[config.mk]
export PLATFORM = sky130hd
export DESIGN_NAME = vga_sync_gen
export DESIGN_NICKNAME = d
export VERILOG_FILES = /design/src/rtl/vga_sync_gen_pkg.sv /design/src/rtl/vga_axis_counter.sv /design/src/rtl/vga_sync_gen.sv
export SDC_FILE = /design/constraint.sdc
export NUM_CORES = 1
export LEC_CHECK = 0
export CAP_MARGIN = 0
export CORE_ASPECT_RATIO = 1.75
export CORE_MARGIN = 4
export CORE_UTILIZATION = 55
export CTS_CLUSTER_SIZE = 16
export DETAILED_ROUTE_END_ITERATION = 16
export GPL_TIMING_DRIVEN = 0
export PLACE_DENSITY = 0.87
export SYNTH_ARGS = -nofsm -noshare
export SYNTH_HDL_FRONTEND = slang
export SYNTH_SLANG_ARGS = --single-unit
[constraint.sdc]
create_clock -name clk -period 5.3 [get_ports clk]
set_clock_uncertainty 0.15 [all_clocks]
set_input_delay 0.53 -clock clk [delete_from_list [all_inputs] [get_ports clk]]
set_output_delay 0.53 -clock clk [all_outputs]
set_load 0.02 [all_outputs]
[src/rtl/vga_sync_gen_pkg.sv]
// rtl/vga_sync_gen_pkg.sv - raster timing defaults, counter width and axis phase encoding
package vga_sync_gen_pkg;

   localparam int CW        = 10;
   localparam int MAX_TOTAL = 1 << CW;

   localparam int DEF_H_ACTIVE = 640;
   localparam int DEF_H_FRONT  = 16;
   localparam int DEF_H_SYNC   = 96;
   localparam int DEF_H_BACK   = 48;

   localparam int DEF_V_ACTIVE = 480;
   localparam int DEF_V_FRONT  = 10;
   localparam int DEF_V_SYNC   = 2;
   localparam int DEF_V_BACK   = 33;

   typedef enum logic [1:0] {
      PH_ACTIVE = 2'd0,
      PH_FRONT  = 2'd1,
      PH_SYNC   = 2'd2,
      PH_BACK   = 2'd3
   } phase_e;

   function automatic int axis_total(input int active, input int front,
                                     input int sync, input int back);
      return active + front + sync + back;
   endfunction

endpackage

[src/rtl/vga_axis_counter.sv]
// rtl/vga_axis_counter.sv - one raster axis: position counter, phase FSM and sync decode
module vga_axis_counter
   import vga_sync_gen_pkg::*;
#(
   parameter int ACTIVE   = DEF_H_ACTIVE,
   parameter int FRONT    = DEF_H_FRONT,
   parameter int SYNC     = DEF_H_SYNC,
   parameter int BACK     = DEF_H_BACK,
   parameter bit SYNC_POL = 1'b0
) (
   input  logic          clk,
   input  logic          reset,
   input  logic          advance_i,
   output logic [CW-1:0] count_o,
   output phase_e        phase_d_o,
   output logic          sync_o
);

   localparam int TOTAL = axis_total(ACTIVE, FRONT, SYNC, BACK);

   localparam logic [CW-1:0] LAST_C       = CW'(TOTAL - 1);
   localparam logic [CW-1:0] FRONT_START  = CW'(ACTIVE);
   localparam logic [CW-1:0] SYNC_START   = CW'(ACTIVE + FRONT);
   localparam logic [CW-1:0] BACK_START   = CW'(ACTIVE + FRONT + SYNC);

   logic [CW-1:0] count_q, count_d;
   phase_e        phase_q, phase_d;
   logic          sync_q, sync_d;
   logic          wrap;

   always_ff @(posedge clk) begin
      if (reset) begin
         count_q <= '0;
         phase_q <= PH_ACTIVE;
         sync_q  <= ~SYNC_POL;
      end else begin
         count_q <= count_d;
         phase_q <= phase_d;
         sync_q  <= sync_d;
      end
   end

   // Phase changes are keyed on the value being loaded, so phase_q always matches count_q.
   always_comb begin
      count_d = count_q;
      phase_d = phase_q;
      wrap    = 1'b0;
      if (advance_i) begin
         if (count_q == LAST_C) begin
            count_d = '0;
            wrap    = 1'b1;
         end else begin
            count_d = count_q + 1'b1;
         end
         unique case (phase_q)
            PH_ACTIVE: if (count_d == FRONT_START) phase_d = PH_FRONT;
            PH_FRONT:  if (count_d == SYNC_START)  phase_d = PH_SYNC;
            PH_SYNC:   if (count_d == BACK_START)  phase_d = PH_BACK;
            PH_BACK:   if (wrap)                   phase_d = PH_ACTIVE;
         endcase
      end
      sync_d = (phase_d == PH_SYNC) ? SYNC_POL : ~SYNC_POL;
   end

   assign count_o   = count_q;
   assign phase_d_o = phase_d;
   assign sync_o    = sync_q;

endmodule

[src/rtl/vga_sync_gen.sv]
// rtl/vga_sync_gen.sv - VGA raster timing source: counters, syncs, display flag, line/frame pulses
module vga_sync_gen
   import vga_sync_gen_pkg::*;
#(
   parameter int H_ACTIVE = DEF_H_ACTIVE,
   parameter int H_FRONT  = DEF_H_FRONT,
   parameter int H_SYNC   = DEF_H_SYNC,
   parameter int H_BACK   = DEF_H_BACK,
   parameter int V_ACTIVE = DEF_V_ACTIVE,
   parameter int V_FRONT  = DEF_V_FRONT,
   parameter int V_SYNC   = DEF_V_SYNC,
   parameter int V_BACK   = DEF_V_BACK,
   parameter bit SYNC_POL = 1'b0
) (
   input  logic          clk,
   input  logic          reset,
   input  logic          clk_en,
   output logic [CW-1:0] CounterX,
   output logic [CW-1:0] CounterY,
   output logic          hsync,
   output logic          vsync,
   output logic          inDisplayArea,
   output logic          line_start,
   output logic          frame_tick
);

   localparam int H_TOTAL = axis_total(H_ACTIVE, H_FRONT, H_SYNC, H_BACK);
   localparam int V_TOTAL = axis_total(V_ACTIVE, V_FRONT, V_SYNC, V_BACK);

   if (H_TOTAL > MAX_TOTAL) begin : g_bad_h_total
      $error("vga_sync_gen: H_TOTAL %0d exceeds %0d", H_TOTAL, MAX_TOTAL);
   end
   if (V_TOTAL > MAX_TOTAL) begin : g_bad_v_total
      $error("vga_sync_gen: V_TOTAL %0d exceeds %0d", V_TOTAL, MAX_TOTAL);
   end

   localparam logic [CW-1:0] H_LAST      = CW'(H_TOTAL - 1);
   localparam logic [CW-1:0] V_LAST_DISP = CW'(V_ACTIVE - 1);

   logic   h_wrap;
   phase_e h_phase_d, v_phase_d;

   assign h_wrap = clk_en && (CounterX == H_LAST);

   vga_axis_counter #(
      .ACTIVE   (H_ACTIVE),
      .FRONT    (H_FRONT),
      .SYNC     (H_SYNC),
      .BACK     (H_BACK),
      .SYNC_POL (SYNC_POL)
   ) u_h_axis (
      .clk       (clk),
      .reset     (reset),
      .advance_i (clk_en),
      .count_o   (CounterX),
      .phase_d_o (h_phase_d),
      .sync_o    (hsync)
   );

   vga_axis_counter #(
      .ACTIVE   (V_ACTIVE),
      .FRONT    (V_FRONT),
      .SYNC     (V_SYNC),
      .BACK     (V_BACK),
      .SYNC_POL (SYNC_POL)
   ) u_v_axis (
      .clk       (clk),
      .reset     (reset),
      .advance_i (h_wrap),
      .count_o   (CounterY),
      .phase_d_o (v_phase_d),
      .sync_o    (vsync)
   );

   logic disp_q, disp_d;
   logic line_q, line_d;
   logic frame_q, frame_d;

   // Display flag must hold while disabled so the post-reset blank pixel stays blank.
   always_comb begin
      disp_d  = disp_q;
      if (clk_en) begin
         disp_d = (h_phase_d == PH_ACTIVE) && (v_phase_d == PH_ACTIVE);
      end
      line_d  = h_wrap;
      frame_d = h_wrap && (CounterY == V_LAST_DISP);
   end

   always_ff @(posedge clk) begin
      if (reset) begin
         disp_q  <= 1'b0;
         line_q  <= 1'b0;
         frame_q <= 1'b0;
      end else begin
         disp_q  <= disp_d;
         line_q  <= line_d;
         frame_q <= frame_d;
      end
   end

   assign inDisplayArea = disp_q;
   assign line_start    = line_q;
   assign frame_tick    = frame_q;

endmodule

==> results of run 1 <==
==> per-layer routing <==
layer	global-route usage	vias to the layer above	wire length (microns)
met3	0.0501	10	230
met2	0.454	67	2700
li1	-	901	-
met1	0.256	917	1740
met4	0.136	0	114
met5	0	-	0
==> through the flow <==
stage          cells  hold slack (ns)
2_1_floorplan    232            0.355
3_3_place_gp     301            0.344
3_5_place_dp     301            0.355
4_1_cts          309            0.371
5_1_grt          309            0.410
6_report         309            0.364
==> power groups by stage <==
| stage | Combinational [uW] | Sequential, uW | Clock [uW] |
|---|---|---|---|
| 5_1_grt | 30.0 | 225 | 216 |
| 4_1_cts | 27.5 | 224 | 209 |
| 3_5_place_dp | 27.4 | 229 | 0 |
| 6_report | 27.4 | 225 | 205 |
| 3_3_place_gp | 26.9 | 229 | 0 |
| 2_1_floorplan | 14.0 | 232 | 0 |
==> kinds of logic (layout without fill, tap and decap cells) <==
family / Yosys count / count (layout) / synth area share
DFF: 29 / 29 / 0.322
AOI/OAI and AO/OA: 46 / 46 / 0.173
buffers and inverters: 22 / 56 / 0.0506
muxes: 4 / 4 / 0.0222
xor gates and xnor gates: 11 / 11 / 0.0534
adders and majority gates: 4 / 4 / 0.0277
and+or+nand+nor: 116 / 116 / 0.352
==> state kept, by name (all words and copies together), names as in the netlist <==
register / flops
u_v_axis.count_o: 10
u_h_axis.sync_o: 1
inDisplayArea: 1
u_v_axis.sync_o: 1
u_h_axis.count_o: 10
frame_tick: 1
u_h_axis.phase_q: 2
line_start: 1
u_v_axis.phase_q: 2
==> how the worst max path moves through the flow <==
stage | slack (ns) | cells past startpoint | to | from
CTS | 2.22 | 8 | inDisplayArea | clk_en
global route | 1.93 | 9 | u_v_axis.sync_o | u_v_axis.count_o[0]
detailed placement | 1.94 | 8 | inDisplayArea | clk_en
finish | 2.07 | 9 | u_v_axis.phase_q[0] | u_v_axis.count_o[0]
floorplan | 2.49 | 8 | inDisplayArea | u_h_axis.count_o[0]
global placement | 1.92 | 8 | inDisplayArea | clk_en
==> final cells by class <==
type	instances	area [sq um]	area share
multi-input cells	181	1130	0.510
plain buffers	13	57.6	0.0259
clock buffers	7	96.3	0.0434
clock inverters	1	5.00	0.00225
well taps	43	53.8	0.0242
flip-flops and latches	29	581	0.262
inverters	9	33.8	0.0152
repair buffers	26	260	0.117
==> placed cells by master (no fill, tap or decap), types with 7 or more instances in the layout <==
cell	instances
nor2_1	36
o21ai_0	10
nand2_1	19
clkdlybuf4s50_1	26
inv_1	9
dfxtp_1	29
nand4_1	10
a21oi_1	11
clkbuf_1	10
nand3_1	10
clkbuf_8	7
==> impl_metrics.py, run 1 <==
metrics = {
    "clock_tree": {
        "cts.reportedPaths.clkPinSlew_ns": 0.07,
        "cts_inserted_buffers": 5,
        "postCtsSetupRepairBufs": 0,
        "cts-root-buf": "clkbuf_8",
        "cts_tree": "yes",
        "cts_resized": 0,
        "clock_latency_ns": 0.28,
        "cts.path.max_buffers": 2,
        "cts-hold-fix-buffers": 0,
        "cts.htree.levels": 2,
        "cts.sinks": 29,
    },
    "drt": {
        "wl_microns": 4790,
        "firstDrtPassIters": 4,
        "wire_per_inst_microns": 15.5,
        "drt_iter0_drc": 66,
        "ant_nets": 0,
        "drc": 0,
        "routed_via_density": 6.13,
        "via_count": 1895,
    },
    "worst_hold_path": {
        "hold_start": "inDisplayArea",
        "hold_path_class": "register to register",
        "hold_end": "inDisplayArea",
        "holdPathStages": 1,
    },
    "worst_setup_path": {
        "slowest_stage": "o41ai_1",
        "crit_chain": "ha_1 > clkbuf_1 > or3b_2 > a211oi_1 > nor2_1 > o41ai_1 > nand2_1 > a21boi_0 > nor2_1",
        "path_buf_inv": 1,
        "reg2reg_slack_ns": 2.07,
        "critical_path_class": "register to register",
        "r2r_end": "u_v_axis.phase_q[0]",
        "worst_ep_arrival_time_ns": 3.24,
        "path_max_fanout": 10,
        "r2r_start": "u_v_axis.count_o[0]",
        "cpLargestDelayFamily": "compound AO/OA/AOI/OAI gates",
        "start_kind": "register",
        "critical_path.max_stage_delay_ns": 0.59,
        "crit_top_cell": "nor2_1",
        "rr_worst_depth": 9,
        "required_ns": 5.31,
        "cp-end-kind": "register",
    },
    "power_and_ir_drop": {
        "p_leak_uw": 0.000745,
        "switching_share": 0.236,
        "vdd_drop_max_uv": 183,
        "seqPwrFrac": 0.492,
        "clock_power_share": 0.448,
        "pwr-share-comb": 0.060,
        "powerDensity_nw_per_um2": 206,
        "power.switching_uw": 108,
        "p_total_uw": 457,
        "p_int_uw": 349,
    },
    "yosys": {
        "ys_types": 56,
        "synth_async_sr_flop_share": 0,
        "synth_area_sq_um": 1800,
        "post-synth-top-count-cell": "nor2_1",
        "synth_edf_count": 0,
        "synth_fp_nets": 239,
        "synthTopCellsByCount": "nor2_1 (36), dfxtp_1 (29), nand2_1 (19)",
        "ys.warnings.count": 0,
        "syn_avg_cell_area_sq_um": 7.78,
        "yosysTopAreaCellShare": 0.322,
        "ys_top_cells_by_area": "dfxtp_1 (32%), nor2_1 (7.5%), nand2_1 (4.0%)",
        "synth_seq_cells": 29,
        "synth_flop_cell": "dfxtp_1",
        "yosysSeqAreaShare": 0.322,
        "syn-instance-count": 232,
        "synth_top_cell_by_area": "dfxtp_1",
    },
    "final_layout": {
        "area_growth_pct": 23.0,
        "num_antenna_cells": 0,
        "drive_above_1_share": 0.0789,
        "fin_util": 0.706,
        "stdcell_area_sq_um": 2220,
        "num-fill-cells": 281,
        "fin_nets": 272,
    },
    "sta": {
        "timing.final.hold_violations": 0,
        "worst_pin_slew_ns": 0.773,
        "post-route-period-util": 0.609,
        "slew_violations": 0,
        "tns_ns": 0,
        "worst_slack_ns": 2.07,
        "finalSetupViolations": 0,
        "min_period_ns": 3.23,
        "fmax_mhz": 310,
        "max-slew-margin-rel": 0.480,
        "grt_setup_unrepaired": "false",
    },
    "floorplanning": {
        "fp.dieW_microns": 51.3,
        "io_pins": 28,
        "die_h_microns": 83.8,
        "start_util": 0.574,
        "dieArea_sq_um": 4300,
        "core-area_sq_um": 3140,
        "rows": 27,
    },
    "placed_design": {
        "placed_cell_area_sq_um": 2120,
        "numPortBuffers": 26,
        "place_hpwl_microns": 3410,
        "pre_cts_ws_ns": 1.94,
        "gp_congestion": 0.931,
    },
    "outcome": {
        "status": "finished, final reports clean",
    },
    "run": {
        "drv_cap": 0,
    },
    "global_routing": {
        "grt_overflow_total": 0,
        "grt_usage": 0.251,
        "grt_pass1_wl_microns": 8380,
        "grt_max_degree": 11,
        "grt_pass1_vias": 1905,
        "antenna_found_initial": 0,
    },
}
(Power assumes the default switching activity.)
==> run 2: changes to the inputs <==
CORE_UTILIZATION = 53   (was 55)
PLACE_DENSITY = 0.85   (was 0.87)
clock period = 3.15 ns   (was 5.3 ns; I/O delays follow)
==> run 2 against run 1 <==
Sequential cell count unchanged; highest routed layer unchanged; final cell count grew 0.32%; wire length shrank 3.0%; sequential share of layout area shrank 0.073 points; global-route usage is 1.6 points lower; largest cell class unchanged; hold slack lost 0.020 ns.
==> impl_metrics.py, run 2 (synthesized netlist as in run 1, its figures left out) <==
metrics = {
    "outcome": {
        "status": "finished, final reports clean",
    },
    "power_and_ir_drop": {
        "p_leak_uw": 0.000750,
        "powerDensity_nw_per_um2": 331,
        "vdd_drop_max_uv": 259,
    },
    "drt": {
        "ant_nets": 0,
        "via_count": 1869,
        "drc": 0,
        "routed_via_density": 6.03,
        "wl_microns": 4640,
        "drt_iter0_drc": 71,
        "firstDrtPassIters": 4,
        "wire_per_inst_microns": 15.0,
    },
    "global_routing": {
        "grt_overflow_total": 0,
        "grt_max_degree": 11,
        "grt_usage": 0.235,
        "grt_pass1_wl_microns": 8000,
        "grt_pass1_vias": 1818,
        "antenna_found_initial": 0,
    },
    "sta": {
        "slew_violations": 0,
        "post-route-period-util": 0.948,
        "tns_ns": 0,
        "min_period_ns": 2.99,
        "timing.final.hold_violations": 0,
        "fmax_mhz": 335,
        "grt_setup_unrepaired": "false",
        "finalSetupViolations": 0,
        "worst_pin_slew_ns": 0.550,
        "max-slew-margin-rel": 0.633,
    },
    "final_layout": {
        "multi_input_area_sq_um": 1140,
        "drive_above_1_share": 0.0861,
        "layout_common_cells": "nor2_1 (36), dfxtp_1 (29), clkdlybuf4s50_1 (26)",
        "mostFrequentLayoutCell": "nor2_1",
        "register_area_sq_um": 581,
        "stdcell_area_sq_um": 2230,
        "area_growth_pct": 23.4,
        "num-fill-cells": 274,
        "num_antenna_cells": 0,
        "fin_nets": 274,
    },
    "clock_tree": {
        "cts.reportedPaths.clkPinSlew_ns": 0.06,
        "cts_inserted_buffers": 5,
        "cts.path.max_buffers": 2,
        "cts-hold-fix-buffers": 0,
        "cts.htree.levels": 2,
        "clock_latency_ns": 0.28,
        "cts_tree": "yes",
        "cts-root-buf": "clkbuf_8",
        "cts.sinks": 29,
    },
    "floorplanning": {
        "rows": 27,
        "start_util": 0.562,
        "fp.dieW_microns": 52.1,
        "io_pins": 28,
        "die_h_microns": 85.2,
        "dieArea_sq_um": 4440,
        "core-area_sq_um": 3210,
    },
    "worst_hold_path": {
        "hold_start": "reset",
        "hold_path_class": "input port to register",
    },
    "worst_setup_path": {
        "path_max_fanout": 9,
        "r2r_start": "u_h_axis.count_o[0]",
        "start_kind": "register",
        "crit_path_start": "u_h_axis.count_o[0]",
        "critical_path_class": "register to register",
        "cp-end-kind": "register",
        "required_ns": 3.18,
        "worst_ep_arrival_time_ns": 3.02,
    },
    "placed_design": {
        "placed_cell_area_sq_um": 2120,
        "place_hpwl_microns": 3360,
        "gp_congestion": 0.905,
        "numPortBuffers": 26,
    },
    "run": {
        "drv_cap": 0,
    },
}
[run 2: cell types whose count changed in the layout (fill, tap and decap cells not counted), sizes merged]
cell / change
clkinv: -1
buf: +2
[run 2: per-layer routing]
metal	up-vias	GRT usage	share of wire
li1	906	-	-
met1	881	0.236	0.38
met2	68	0.411	0.54
met3	14	0.0457	0.040
met4	0	0.165	0.039
met5	-	0	0
[run 2: what timing repair did]
| item | CTS | global route |
|---|---|---|
| endpoints found under the hold margin | 0 | 0 |
| setup endpoints to repair | 0 | 5 |
| buffers inserted | 0 | 2 |
| resized for setup | 0 | 3 |
[run 2: final timing paths]
| check | end | slack (ns) | depth (start not counted) |
|---|---|---|---|
| worst max-delay path | inDisplayArea | 0.16 | 8 |
| worst min-delay path | u_h_axis.count_o[6] | 0.34 | 2 |
| worst max register to register | inDisplayArea | 0.16 | 8 |
| worst min register to register | inDisplayArea | 0.36 | 1 |
[run 2: worst max-delay path: stages (launching register included)]
cell and delay (ns):
dfxtp_1 0.49, ha_1 0.29, nand4_1 0.29, nor3_4 0.35
nand2_2 0.14, or4_1 0.55, a211o_1 0.27, and3_1 0.17
a32o_1 0.19
[run 2: area by class of cell]
class / instances / share of cell area
multi-input combinational: 181 / 0.511
sequential: 29 / 0.261
timing repair buffer: 28 / 0.124
clock buffer: 7 / 0.0388
buffer: 13 / 0.0264
tap: 43 / 0.0242
inverter: 9 / 0.0152
[run 2: through the flow]
stage	power (uW)	hold WS (ns)	setup slack, ns	cells	util
finish	737	0.345	0.163	310	0.694
global route	767	0.391	0.0169	310	0.694
CTS	743	0.342	0.0845	308	0.687
detailed placement	432	0.345	0.0299	301	0.660
global placement	431	0.346	0.00557	301	0.660
floorplan	414	0.355	0.338	232	-
[run 2: report_power, final]
group | internal (uW) | switching [uW] | leakage, uW | total [uW]
registers | 371 | 6.51 | 0.000235 | 378
clock network | 173 | 141 | 0.0000443 | 314
logic | 19.0 | 26.8 | 0.000471 | 45.8
total | 563 | 174 | 0.000750 | 737
==> run 3: changes to the inputs <==
CORE_UTILIZATION = 26   (was 53)
PLACE_DENSITY = 0.51   (was 0.85)
==> run 3 against run 2 <==
Wire length rose by 9.7%; critical path depth unchanged; highest routed layer unchanged; fmax about the same.
==> impl_metrics.py, run 3 (synthesized netlist as in run 1, its figures left out) <==
metrics = {
    "drt": {
        "drc": 0,
        "wire_per_inst_microns": 14.5,
        "drt_iter0_drc": 60,
        "via_count": 1821,
        "ant_nets": 0,
        "routed_via_density": 5.20,
        "wl_microns": 5090,
        "firstDrtPassIters": 4,
    },
    "worst_hold_path": {
        "hold_path_class": "input port to register",
        "hold_end": "u_h_axis.count_o[6]",
        "holdPathStages": 2,
        "hold_start": "reset",
    },
    "floorplanning": {
        "core-area_sq_um": 6640,
        "die_h_microns": 118,
        "io_pins": 28,
        "dieArea_sq_um": 8390,
        "start_util": 0.272,
        "fp.dieW_microns": 71.0,
        "rows": 39,
    },
    "global_routing": {
        "grt_pass1_vias": 1751,
        "grt_overflow_total": 0,
        "grt_max_degree": 11,
        "antenna_found_initial": 0,
        "grt_usage": 0.122,
        "grt_pass1_wl_microns": 8370,
    },
    "worst_setup_path": {
        "reg2reg_slack_ns": 0.16,
        "cp-end-kind": "register",
        "r2r_end": "inDisplayArea",
        "path_buf_inv": 0,
        "rr_worst_depth": 8,
        "critical_path_class": "register to register",
        "r2r_start": "u_h_axis.count_o[0]",
        "slowest_stage": "or4_1",
        "start_kind": "register",
        "worst_ep_arrival_time_ns": 3.00,
        "required_ns": 3.16,
        "crit_chain": "ha_1 > nand4_1 > nor3_4 > nand2_2 > or4_1 > a211o_1 > and3_1 > a32o_1",
        "path_max_fanout": 9,
        "critical_path.max_stage_delay_ns": 0.54,
        "cpLargestDelayFamily": "simple AND/OR/NAND/NOR gates",
    },
    "clock_tree": {
        "cts.path.max_buffers": 2,
        "cts_tree": "yes",
        "cts_inserted_buffers": 5,
        "cts-root-buf": "clkbuf_16",
        "clock_latency_ns": 0.27,
        "cts.htree.levels": 2,
        "cts.sinks": 29,
        "cts-hold-fix-buffers": 0,
        "cts.reportedPaths.clkPinSlew_ns": 0.05,
    },
    "sta": {
        "finalSetupViolations": 0,
        "worst_pin_slew_ns": 0.571,
        "slew_violations": 0,
        "tns_ns": 0,
        "min_period_ns": 2.99,
        "timing.final.hold_violations": 0,
        "max-slew-margin-rel": 0.619,
        "fmax_mhz": 335,
        "grt_setup_unrepaired": "true",
        "post-route-period-util": 0.948,
        "worst_slack_ns": 0.164,
    },
    "placed_design": {
        "dp.cells": 340,
        "numPortBuffers": 26,
        "gp_congestion": 0.862,
        "place_hpwl_microns": 3820,
        "pre_cts_ws_ns": -0.0624,
    },
    "final_layout": {
        "mostFrequentLayoutCell": "nor2_1",
        "num-fill-cells": 737,
        "area_growth_pct": 30.0,
        "final_cells": 350,
        "fin_nets": 274,
        "fin_util": 0.354,
        "num_antenna_cells": 0,
        "drive_above_1_share": 0.0933,
        "layout_common_cells": "nor2_1 (36), dfxtp_1 (29), clkdlybuf4s50_1 (26)",
    },
    "run": {
        "drv_cap": 0,
    },
    "outcome": {
        "status": "finished, final reports clean",
    },
    "power_and_ir_drop": {
        "powerDensity_nw_per_um2": 395,
        "p_leak_uw": 0.000785,
        "vdd_drop_max_uv": 193,
    },
}
## run 3: worst reg2reg max path, stage by stage, from the launching register on
cell and delay (ns):
dfxtp_1 0.48, ha_1 0.30, nand4_1 0.29, nor3_4 0.36, nand2_2 0.15, or4_1 0.54
a211o_1 0.25, and3_1 0.17, a32o_1 0.19
## run 3: report_power, final
group / total [uW] / internal [uW] / switching [uW]
sequential: 378 / 372 / 6.63
combinational: 46.3 / 19.0 / 27.3
clock: 503 / 334 / 169
## run 3: area by class of cell
cell class / count / area, sq um / area share
repair buffers: 28 / 275 / 0.117
flip-flops and latches: 29 / 581 / 0.247
clock inverters: 1 / 5.00 / 0.00213
well taps: 82 / 103 / 0.0437
plain buffers: 13 / 58.8 / 0.0251
inverters: 9 / 33.8 / 0.0144
clock buffers: 7 / 153 / 0.0651
multi-input cells: 181 / 1140 / 0.485
## run 3: through the flow
stage | power [uW] | hold WS (ns) | cell area [sq um]
2_1_floorplan | 414 | 0.355 | 1800
3_3_place_gp | 433 | 0.360 | 2170
3_5_place_dp | 433 | 0.360 | 2170
4_1_cts | 943 | 0.348 | 2320
5_1_grt | 961 | 0.383 | 2350
6_report | 927 | 0.346 | 2350
## run 3: worst max-delay path by stage
stage                              from            end  slack [ns]  cells past startpoint
CTS                 u_h_axis.count_o[0]  inDisplayArea        0.03                      8
global placement                 clk_en  inDisplayArea        -0.1                      8
finish              u_h_axis.count_o[0]  inDisplayArea        0.16                      8
global route        u_h_axis.count_o[0]  inDisplayArea       -0.06                      8
floorplan           u_h_axis.count_o[0]  inDisplayArea        0.34                      8
detailed placement               clk_en  inDisplayArea       -0.06                      8
## run 3: what timing repair did
| item | 4_1_cts | 5_1_grt |
|---|---|---|
| endpoints found under the setup margin | 0 | 4 |
| setup buffers | 0 | 2 |
| resized for setup | 0 | 3 |
## run 3: routing by layer
metal / track usage / up-vias / share of wire
met3: 0.0221 / 14 / 0.038
met4: 0.0753 / 0 / 0.038
met5: 0 / - / 0
met2: 0.221 / 50 / 0.53
met1: 0.125 / 851 / 0.40
li1: - / 906 / -
